--- src/rtl/rv32i_types.sv ---
// rv32i_types: shared RV32 pipeline types.
//   instr_pkt          : instruction/result packet travelling issue -> execute -> CDB.
//   m_op_*             : funct3 encodings of the M-extension multiply ops.
//   mul_issue_stats_t  : statistics bundle of the multiply issue controller
//                        (only populated when MUL_ISSUE_STATS_EN is defined).
package rv32i_types;

    localparam logic [2:0] m_op_mul    = 3'b000;
    localparam logic [2:0] m_op_mulh   = 3'b001;
    localparam logic [2:0] m_op_mulhsu = 3'b010;
    localparam logic [2:0] m_op_mulhu  = 3'b011;

    typedef struct packed {
        logic        i_valid;
        logic [3:0]  tag;
        logic [4:0]  rd;
        logic [2:0]  funct3;
        logic [31:0] rs1_data;
        logic [31:0] rs2_data;
        logic [31:0] rd_data;
    } instr_pkt;

    typedef struct packed {
        logic [31:0] issued;
        logic [31:0] credit_stall;
        logic [31:0] cdb_stall;
    } mul_issue_stats_t;

endpackage

--- src/rtl/mul_rr_arbiter.sv ---
// mul_rr_arbiter: round-robin arbiter with internal priority pointer.
//   clk, rst : clock, synchronous active-high reset (ptr -> 0)
//   en       : grants allowed this cycle; when low, gnt=0 and ptr holds
//   req      : NUM_REQ request bits
//   gnt      : one-hot grant (combinational); ptr moves past the winner
module mul_rr_arbiter #(
    parameter int unsigned NUM_REQ = 4
) (
    input  logic               clk,
    input  logic               rst,
    input  logic               en,
    input  logic [NUM_REQ-1:0] req,
    output logic [NUM_REQ-1:0] gnt
);

    localparam int unsigned PW = $clog2(NUM_REQ);

    logic [PW-1:0] ptr;
    logic [PW-1:0] ptr_next;
    logic [PW-1:0] idx;
    logic          found;

    always_comb begin
        gnt      = '0;
        ptr_next = ptr;
        found    = 1'b0;
        idx      = '0;
        for (int unsigned k = 0; k < NUM_REQ; k++) begin
            idx = PW'((32'(ptr) + k) % NUM_REQ);
            if (en && !found && req[idx]) begin
                gnt[idx] = 1'b1;
                found    = 1'b1;
                ptr_next = PW'((32'(idx) + 1) % NUM_REQ);
            end
        end
    end

    always_ff @(posedge clk) begin
        if (rst) ptr <= '0;
        else     ptr <= ptr_next;
    end

endmodule

--- src/rtl/mul_issue_ctrl.sv ---
// mul_issue_ctrl: shares one non-stallable pipelined multiplier among NUM_REQ
// multiply reservation stations and buffers results for CDB writeback.
//   clk, rst   : clock, synchronous active-high reset
//   flush      : kills queued and in-flight multiply ops (ptr kept)
//   req_valid  : requester i holds a ready op;  req_pkt[i] : its packet
//   req_ready  : one-hot grant, op i accepted this cycle
//   ex_pkt     : multiplier input packet (all zeros when no grant)
//   mul_pkt    : multiplier output packet, LAT = NUM_STAGES-1 cycles later
//   cdb_valid/cdb_pkt/cdb_ready : result FIFO head handshake toward CDB
//   busy       : any op in flight or buffered
// Optional build macro MUL_ISSUE_STATS_EN adds stat_issued, stat_credit_stall
// and stat_cdb_stall (32-bit wrapping counters, cleared by rst only).
module mul_issue_ctrl
    import rv32i_types::*;
#(
    parameter int unsigned NUM_REQ    = 4,
    parameter int unsigned NUM_STAGES = 6,
    parameter int unsigned FIFO_DEPTH = 4
) (
    input  logic                     clk,
    input  logic                     rst,
    input  logic                     flush,
    input  logic [NUM_REQ-1:0]       req_valid,
    input  instr_pkt [NUM_REQ-1:0]   req_pkt,
    output logic [NUM_REQ-1:0]       req_ready,
    output instr_pkt                 ex_pkt,
    input  instr_pkt                 mul_pkt,
    output logic                     cdb_valid,
    output instr_pkt                 cdb_pkt,
    input  logic                     cdb_ready,
    output logic                     busy
`ifdef MUL_ISSUE_STATS_EN
    ,
    output logic [31:0]              stat_issued,
    output logic [31:0]              stat_credit_stall,
    output logic [31:0]              stat_cdb_stall
`endif
);

    localparam int unsigned LAT = NUM_STAGES - 1;
    localparam int unsigned AW  = $clog2(FIFO_DEPTH);
    localparam int unsigned CW  = $clog2(FIFO_DEPTH + 1);

    logic [LAT-1:0] shv;
    instr_pkt       fifo_mem [FIFO_DEPTH];
    logic [AW-1:0]  wr_ptr;
    logic [AW-1:0]  rd_ptr;
    logic [CW-1:0]  fifo_count;
    int unsigned    inflight;
    logic           issue_ok;
    logic           grant;
    logic           push;
    logic           pop;

    always_comb begin
        inflight = 0;
        for (int unsigned i = 0; i < LAT; i++) inflight += 32'(shv[i]);
    end

    // Every op in flight or buffered holds one FIFO slot, so a result can
    // always be captured even though the multiplier never stalls.
    assign issue_ok = !rst && !flush && (inflight + 32'(fifo_count) < FIFO_DEPTH);

    mul_rr_arbiter #(.NUM_REQ(NUM_REQ)) u_arb (
        .clk (clk),
        .rst (rst),
        .en  (issue_ok),
        .req (req_valid),
        .gnt (req_ready)
    );

    assign grant = |req_ready;

    always_comb begin
        ex_pkt = '0;
        for (int unsigned i = 0; i < NUM_REQ; i++) begin
            if (req_ready[i]) ex_pkt = req_pkt[i];
        end
        if (grant) ex_pkt.i_valid = 1'b1;
    end

    // Results whose shadow bit was cleared by flush/reset are dropped here.
    assign push      = shv[0] && mul_pkt.i_valid;
    assign cdb_valid = (fifo_count != '0);
    assign cdb_pkt   = fifo_mem[rd_ptr];
    assign pop       = cdb_valid && cdb_ready;
    assign busy      = (|shv) || (fifo_count != '0);

    always_ff @(posedge clk) begin
        if (rst || flush) begin
            shv        <= '0;
            wr_ptr     <= '0;
            rd_ptr     <= '0;
            fifo_count <= '0;
        end else begin
            shv <= {grant, shv[LAT-1:1]};
            if (push) wr_ptr <= wr_ptr + AW'(1);
            if (pop)  rd_ptr <= rd_ptr + AW'(1);
            case ({push, pop})
                2'b10:   fifo_count <= fifo_count + CW'(1);
                2'b01:   fifo_count <= fifo_count - CW'(1);
                default: fifo_count <= fifo_count;
            endcase
        end
    end

    // Storage needs no reset: pointers and count define which entries are live.
    always_ff @(posedge clk) begin
        if (push) fifo_mem[wr_ptr] <= mul_pkt;
    end

`ifdef MUL_ISSUE_STATS_EN
    mul_issue_stats_t stats;

    always_ff @(posedge clk) begin
        if (rst) begin
            stats <= '0;
        end else begin
            if (grant)
                stats.issued <= stats.issued + 32'd1;
            if ((|req_valid) && !issue_ok && !flush)
                stats.credit_stall <= stats.credit_stall + 32'd1;
            if (cdb_valid && !cdb_ready)
                stats.cdb_stall <= stats.cdb_stall + 32'd1;
        end
    end

    assign stat_issued       = stats.issued;
    assign stat_credit_stall = stats.credit_stall;
    assign stat_cdb_stall    = stats.cdb_stall;
`endif

endmodule

--- config.mk ---
export PLATFORM = sky130hd
export DESIGN_NAME = mul_issue_ctrl
export DESIGN_NICKNAME = d
export VERILOG_FILES = /design/src/rtl/rv32i_types.sv /design/src/rtl/mul_rr_arbiter.sv /design/src/rtl/mul_issue_ctrl.sv
export SDC_FILE = /design/constraint.sdc
export NUM_CORES = 1
export LEC_CHECK = 0
export ABC_AREA = 1
export CAP_MARGIN = 10
export CORE_AREA = 2 2 303 305
export CTS_BUF_LIST = sky130_fd_sc_hd__clkbuf_4 sky130_fd_sc_hd__clkbuf_8
export DETAILED_ROUTE_END_ITERATION = 10
export DIE_AREA = 0 0 305 307
export GPL_ROUTABILITY_DRIVEN = 0
export PLACE_DENSITY = 0.51
export SYNTH_ARGS = -nofsm -noshare
export SYNTH_HDL_FRONTEND = slang
export SYNTH_HIERARCHICAL = 1
export SYNTH_SLANG_ARGS = --single-unit
--- constraint.sdc ---
create_clock -name clk -period 9 [get_ports clk]
set_input_delay 1.8 -clock clk [delete_from_list [all_inputs] [get_ports clk]]
set_output_delay 1.8 -clock clk [all_outputs]
set_load 0.01 [all_outputs]
## Word-level counts from Yosys, hierarchy flattened

Memory sizes are Yosys's and may differ from the RTL's. A register that Yosys moved wholly into a read port is not among the register bits.
Cells that the tools add are included.

| operators by class | value |
|---|---|
| equal/unequal tests | 2 |
| magnitude comparators | 9 |
| reduce and logical (&&, ||, !) cells | 27 |
| add/sub/neg operators | 15 |
| bitwise logic cells | 3 |
| muxes and demuxes | 37 |

Operator list:

| kind | count |
|---|---|
| 109-bit 2-to-1 mux | 4 |
| 4-bit 2-to-1 mux | 4 |
| 1-bit logical AND | 15 |
| 1-bit 2-to-1 mux | 14 |
| 2-bit by 1-bit adder with 2-bit output (second input constant) | 6 |
| 2-bit by 3-bit less-than comparator with 1-bit output (second input constant) | 4 |
| 2-bit 2-to-1 mux | 6 |
| 4-bit bitwise OR | 3 |
| 1-bit binary-select mux with 2-bit select | 4 |
| 1-bit demux with 2-bit select | 4 |
| 2-bit by 1-bit greater-or-equal comparator with 1-bit output (second input constant) | 4 |
| 5-bit by 3-bit adder with 6-bit output | 1 |
| 6-bit by 3-bit less-than comparator with 1-bit output (second input constant) | 1 |
| 3-bit one-hot mux with 2 select lines | 1 |
| 4-bit by 1-bit adder with 5-bit output | 1 |
| 1-bit zero test | 5 |
| 5-bit OR reduction | 1 |
| 2-bit adder (second input constant) | 2 |
| 3-bit by 1-bit adder with 4-bit output | 1 |
| 4-bit nonzero test | 1 |
| 4-bit OR reduction | 1 |
| 2-bit by 1-bit adder with 3-bit output | 1 |
| 3-bit by 1-bit adder with 3-bit output (second input constant) | 1 |
| 3-bit nonzero test | 1 |
| other kinds (6) | 7 |

| storage, ports and cells | value |
|---|---|
| output and inout bits | 224 |
| bits in registers | 14 |
| input bits | 553 |
| memories | 1 |
| logic and storage cells | 99 |
| RAM bits | 436 |

Memory list:

| memory | depth | bits a word | read ports | clocked after Yosys merged registers in | wr ports | RTL line | RTL |
|---|---|---|---|---|---|---|---|
| fifo_mem | 4 | 109 | 1 | 1 | 1 | mul_issue_ctrl.sv:45 | `instr_pkt fifo_mem [FIFO_DEPTH];` |

## Longest topological paths before layout

Gate-level depths: netlist of the first run.

| logic depth | value |
|---|---|
| depth after elaboration | 26 |
| gate-level depth with buffers | 19 |
| depth with buffers taken out | 18 |

## Hierarchy

The synthesis of the first run kept the hierarchy.

Modules (own cells, without submodules):

| module | times used | area an instance (µm²) | seq. area each (µm²) | cells each |
|---|---|---|---|---|
| mul_issue_ctrl | 1 | 19,469.9 | 13,372.8 | 1,754 |
| mul_rr_arbiter | 1 | 493.0 | 40.0 | 88 |

## Worst setup path before layout of the first run

OpenSTA, ideal clock, no wires.

| timing path | value |
|---|---|
| path kind | input to register |
| from | in mul_pkt[108] in the netlist's numbering |
| to | mem fifo_mem[0][0] in the netlist's numbering, enable pin |
| arrival | 6,504 ps |
| setup slack | 1,917 ps |
| required time | 8,421 ps |
| stages | 2 |
| path through | nand2_1 > nor2_1 |

| on the way | value |
|---|---|
| cells in the longest elaborated chain, start to end | 3 |

RTL lines:

| what | RTL line | RTL |
|---|---|---|
| start, declared | mul_issue_ctrl.sv:27 | `input instr_pkt mul_pkt,` |
| 1-bit logical AND | mul_issue_ctrl.sv:83 | `assign push = shv[0] && mul_pkt.i_valid;` |
| 1-bit 2-to-1 mux | mul_issue_ctrl.sv:109 | `if (push) fifo_mem[wr_ptr] <= mul_pkt;` |
| 1-bit 2-to-1 mux (implied by the code) | mul_issue_ctrl.sv:109 |  |
| end, declared | mul_issue_ctrl.sv:45 |  |

Every way passes these cells.

==> metrics.txt, run 1 <==
Synth Flop Type=edfxtp_1; Initial Util=22.0%; Clock Latency Late Sink=0.65 ns; Register Area=0.0134 mm²; clock buffer count from CTS=78; Critical Path Max Stage Delay=0.90 ns; drt first pass iters=9; Tmin final=8.59 ns; synthesized area=0.0200 mm²; DR vias=18500; Tot GR Track Use=22.5%; CP Cell Sequence=clkdlybuf4s50_1 -> nor2_1 -> inv_1 -> nor3_1 -> nand3_2 -> inv_2 -> nand2_2 -> o21ai_0 -> nand2_4 -> o22ai_1 -> nor2_1 -> clkdlybuf4s50_1; Post-Route WL=109000 µm; Post-CTS Setup Inserts=0; status=complete, no violations; Area Overhead vs Synth=53.6%; Achievable Freq=116 MHz; global route total overflow=0; fin crit share=95.4%; die height=307 µm; critical path endpoint=ex_pkt[17]; Seq/Total Area, Yosys=67.2%; Hold Path Class=reg2reg; syn_nets=2411; Worst R2R Setup Slack=5.29 ns; Worst Path Max Fanout=41; Crit path arrival time=6.79 ns; vias in the first global route=17700; Tot Pwr=5.44 mW; Mean Syn Cell Area=10.8 µm²; dpl ws=0.648 ns; initial antenna violation count=81; synth warn=6; Final nets=3153; port bufs=772; critical path class=in2out; die area=0.0936 mm²; top cells by count, synth=edfxtp_1, nor2_1, nand2_1, o21ai_0, o22ai_1; Synth async-reset ratio=0%; DP Wirelength=83600 µm; Seq cells post-synth=452; Worst R2R End=shv[4]; core area=0.0907 mm²; boundary pin count=777; R2R Path Start=shv[0]; Netlist cell types=28; Root Buffer=clkbuf_8; die width=305 µm; number of synthesized flops with an enable pin=436; Synth area leaders=edfxtp_1, o22ai_1, nor2_1, o21ai_0, nand2_1; Setup crit start=rst; Finished Layout Cells=3861; Hold Path Stages=2; Worst R2R Path Depth=15; Clock Pin Slew Worst Setup and Hold Paths=0.06 ns; Rows=111; setup_tns=0 ns; first-pass GRT wire length=144000 µm; Max Cap Viol=0; PwrDens=177 mW/mm²; Slowest cell on crit path=o22ai_1; Slew @ Worst Pin=1.16 ns; RSZ-0062 raised after global routing=false; most instantiated library cell after synthesis=edfxtp_1; proportion of layout cells with a drive suffix above 1=6.54%; drt drc=0; Antenna Nets Post-Route=0; Synth top area share=65.6%; P_leak=10.9 nW; initial DRC count=1850; Worst Clk Skew=0.0416 ns; area of the multi-input gates=0.00588 mm²; WP data required=7.20 ns; worst path setup slack after routing=0.415 ns; post-CTS sizing=0; Peak VDD IR=86.5 µV; # H-tree levels=3; CTS Buffer Depth=3; TritonCTS clock tree=built; fill cell count=9058; fin. max-slew vios=0; pin count of the biggest net entering global routing=165; placed insts=3690; number of clock sinks=452; routed vias/inst=4.79; drt wl/cell=28.3 µm; CTS Hold Buffers Added=0; Synth Instances=1842; Hold WS=0.474 ns; CP Capture Type=output port; CP startpoint kind=input pin; final-report setup violation count=0; Fin. Hold Viols=0; cell taking the most area after synthesis=edfxtp_1; slew margin rel.=22.9%
## state kept, by name, indices dropped and copies added (netlist names), named ones only
name        cells
wr_ptr          2
fifo_mem      436
shv             5
rd_ptr          2
u_arb/ptr       2
fifo_count      3
## final cells by class
| type | instances | share of cell area, % |
|---|---|---|
| inverters | 41 | 0.531 |
| diodes | 30 | 0.245 |
| clock inverters | 45 | 1.20 |
| flip-flops and latches | 452 | 43.8 |
| multi-input cells | 1222 | 19.2 |
| well taps | 1186 | 4.84 |
| repair buffers | 789 | 26.3 |
| clock buffers | 96 | 3.96 |
## critical path: cells and delay by family
kind                   cells  cell delay, ns
AND/OR/NAND/NOR            6            1.88
buffers and inverters      4            1.35
AO/OA/AOI/OAI              2            1.70
## stage by stage
| stage | utilization [%] | instance area, µm² |
|---|---|---|
| after floorplan | - | 20000 |
| after global placement | 32.0 | 29000 |
| after detailed placement | 32.0 | 29000 |
| after CTS | 33.7 | 30600 |
| after global routing | 33.8 | 30600 |
| final | 33.8 | 30700 |
## logic make-up after synthesis
| logic type | count (synthesis) | synth area share (%) |
|---|---|---|
| AOI/OAI and AO/OA | 571 | 15.7 |
| and+or+nand+nor | 635 | 12.3 |
| buffers and inverters | 168 | 3.64 |
| adders and majority gates | 16 | 1.12 |
| DFF | 452 | 67.2 |
## layout by cell type (no fill, tap or decap), types with 5 or more instances in the layout
cell type        Yosys  final
clkdlybuf4s50_1      0    761
edfxtp_1           436    436
nor2_1             351    347
nand2_1            260    260
o21ai_0            229    228
o22ai_1            216    216
a21oi_1            118    118
clkbuf_8             0     79
inv_1               35     35
diode_2              0     30
clkinv_1             0     23
buf_12               0     18
clkbuf_4             0     17
dfxtp_1             16     14
ha_1                13     13
clkinv_2             0     12
buf_4               12     10
nand3_1              9      9
nor2_4               1      7
bufinv_16            0      5
nand3_2              5      5
## per-layer routing
| layer | wire (µm) | GRT usage [%] | up-vias |
|---|---|---|---|
| met3 | 11000 | 9.49 | 277 |
| met5 | 448 | 0.775 | - |
| met2 | 52900 | 38.4 | 1021 |
| met4 | 4390 | 8.44 | 42 |
| met1 | 40500 | 24.8 | 8906 |
| li1 | - | - | 8234 |
## power breakdown
part,switching [mW],internal [mW]
Sequential,0.00428,2.31
Clock,0.849,1.04
Combinational,0.647,0.591
## how the worst min path moves through the flow
stage / from / endpoint / slack, ns
global route: shv[2] / shv[1] / 0.47
global placement: shv[2] / shv[1] / 0.45
CTS: shv[2] / shv[1] / 0.47
floorplan: shv[2] / shv[1] / 0.43
detailed placement: shv[2] / shv[1] / 0.47
finish: shv[2] / shv[1] / 0.47
No activity file was read; power rests on OpenSTA's default activity.
==> run 2, diff against run 1 <==
--- a/config.mk
+++ b/config.mk
@@ -15,2 +15,3 @@
 export PLACE_DENSITY = 0.51
+export RECOVER_POWER = 50
 export SYNTH_ARGS = -nofsm -noshare
--- a/constraint.sdc
+++ b/constraint.sdc
@@ -3,2 +3,2 @@
 set_output_delay 1.8 -clock clk [all_outputs]
-set_load 0.01 [all_outputs]
+set_load 0.1 [all_outputs]
==> metrics.txt, run 2 (synthesized netlist as in run 1, its figures left out) <==
Worst Path Max Fanout=86 (was 41); drt drc=0 (unchanged); core area=0.0907 mm² (unchanged); setup_tns=0 ns (unchanged); CTS Hold Buffers Added=0 (unchanged); Initial Util=22.0% (unchanged); Post-DP Area=0.0299 mm² (was 0.0290 mm²); status=complete, but fails checks (was complete, no violations); initial DRC count=1399 (was 1850); Clock Latency Late Sink=0.68 ns (was 0.65 ns); proportion of layout cells with a drive suffix above 1=10.7% (was 6.54%); CTS Buffer Depth=3 (unchanged); PwrDens=215 mW/mm² (was 177 mW/mm²); Antenna Nets Post-Route=0 (unchanged); commonest non-fill, non-tap cell in the layout=clkdlybuf4s50_1 (unchanged); Final nets=3168 (was 3153); Final Core Density=34.7% (was 33.8%); global route total overflow=0 (unchanged); failing checks=capacitance limit, slew limit; pin count of the biggest net entering global routing=118 (was 165); routed vias/inst=4.66 (was 4.79); die area=0.0936 mm² (unchanged); fin crit share=93.5% (was 95.4%); Critical path buffers and inverters=6 (was 4); Tmin final=8.41 ns (was 8.59 ns); critical path class=in2out (unchanged); drt wl/cell=26.5 µm (was 28.3 µm); Fin. Hold Viols=0 (unchanged); die width=305 µm (unchanged); Clock Pin Slew Worst Setup and Hold Paths=0.05 ns (was 0.06 ns); Critical Path Max Stage Delay=0.76 ns (was 0.90 ns); Peak VDD IR=241 µV (was 86.5 µV); initial antenna violation count=64 (was 81); slew margin rel.=-103% (was 22.9%); Slew @ Worst Pin=3.04 ns (was 1.16 ns); top register by number of flip-flops=fifo_mem (unchanged); max reg flops=436 (unchanged); WP data required=7.20 ns (about the same); biggest regs=fifo_mem: 436 flops, shv: 5 flops, fifo_count: 3 flops (unchanged); Area Overhead vs Synth=57.8% (was 53.6%); Hold WS=0.474 ns (about the same); # H-tree levels=3 (unchanged); post-route cell area=0.0315 mm² (was 0.0307 mm²); Worst Clk Skew=0.0469 ns (was 0.0416 ns); Achievable Freq=119 MHz (was 116 MHz); P_leak=11.4 nW (was 10.9 nW); Post-Route WL=102000 µm (was 109000 µm); leading cell types in the layout, fill and taps excluded=clkdlybuf4s50_1, edfxtp_1, nor2_1 (unchanged); CP Capture Type=output port (unchanged); Crit path arrival time=6.61 ns (was 6.79 ns); first-pass GRT wire length=138000 µm (was 144000 µm); DR vias=18000 (was 18500); vias in the first global route=17800 (was 17700); Tot GR Track Use=21.1% (was 22.5%); post-CTS sizing=0 (unchanged); Max Cap Viol=7 (was 0); number of clock sinks=452 (unchanged); Rows=111 (unchanged); CP Cell Sequence=dlygate4sd3_1 -> nor2_1 -> inv_1 -> nor3_1 -> clkbuf_1 -> nand2_1 -> inv_1 -> nand3_1 -> o21ai_0 -> a21oi_1 -> o21ai_1 -> nand2_4 -> buf_12 -> o22ai_1 -> nor2_1 -> buf_12 (was clkdlybuf4s50_1 -> nor2_1 -> inv_1 -> nor3_1 -> nand3_2 -> inv_2 -> nand2_2 -> o21ai_0 -> nand2_4 -> o22ai_1 -> nor2_1 -> clkdlybuf4s50_1); delay-heaviest family, CP=buffers and inverters (was simple AND/OR/NAND/NOR gates); final-report setup violation count=0 (unchanged); Tot Pwr=6.77 mW (was 5.44 mW); Worst R2R Setup Slack=3.96 ns (was 5.29 ns); drt first pass iters=6 (was 9); DP Wirelength=77700 µm (was 83600 µm); Slowest cell on crit path=o22ai_1 (unchanged); die height=307 µm (unchanged); boundary pin count=777 (unchanged); Hold Path Class=reg2reg (unchanged); clock buffer count from CTS=78 (unchanged); Root Buffer=clkbuf_8 (unchanged); RSZ-0062 raised after global routing=false (unchanged); fin. max-slew vios=204 (was 0); Post-CTS Setup Inserts=0 (unchanged); port bufs=772 (unchanged); CP startpoint kind=input pin (unchanged); TritonCTS clock tree=built (unchanged)
## run 2: changes by cell type in the layout (fill, tap and decap cells not counted), moves of 6 or more
cell / delta
dlygate4sd3_1: +110
clkdlybuf4s50_1: -211
buf_12: +83
clkbuf_4: +6
clkinv_1: -9
buf_4: +29
## run 2: report_power, final
part	internal, mW	total [mW]	switching (mW)	leakage [nW]
combinational	0.825	2.55	1.72	6.57
clock	1.06	1.92	0.857	0.826
sequential	2.31	2.31	0.00434	4.05
total	4.19	6.77	2.58	11.4
## run 2: per-stage QoR
stage	setup WS, ns	std cells
floorplan	0.627	1842
global placement	1.23	3705
detailed placement	1.24	3705
CTS	1.21	3842
global route	0.376	3864
finish	0.587	3870
## run 2: tightest hold or removal path, stage by stage, from the launching register on
cell and delay (ns):
dfxtp_1 0.32, inv_1 0.07, nor2_1 0.04
## run 2: path summary, 6_finish.rpt
| check | start | end | depth (start not counted) |
|---|---|---|---|
| setup / recovery | rst | ex_pkt[6] | 16 |
| hold / removal | shv[3] | shv[2] | 2 |
| setup reg to reg | shv[0] | fifo_mem[2][69] | 3 |
| hold reg to reg | shv[3] | shv[2] | 2 |
## run 2: cell type report
| type | instances | area (µm²) |
|---|---|---|
| Timing Repair Buffer | 804 | 8940 |
| Sequential cell | 452 | 13400 |
| Multi-Input combinational cell | 1222 | 5850 |
| Clock buffer | 101 | 1250 |
| Inverter | 41 | 163 |
| Tap cell | 1186 | 1480 |
| Antenna cell | 28 | 70.1 |
| Clock inverter | 36 | 333 |
| Fill cell | 8998 | 59200 |
## run 2: per-layer routing
metal	wire [µm]	up-vias	GRT usage (%)	share of wire, %
met3	9540	217	7.93	9.3
li1	-	8249	-	-
met1	39100	8685	24.4	38
met4	4430	28	9.01	4.3
met2	49100	841	35.1	48
met5	184	-	0	0.18
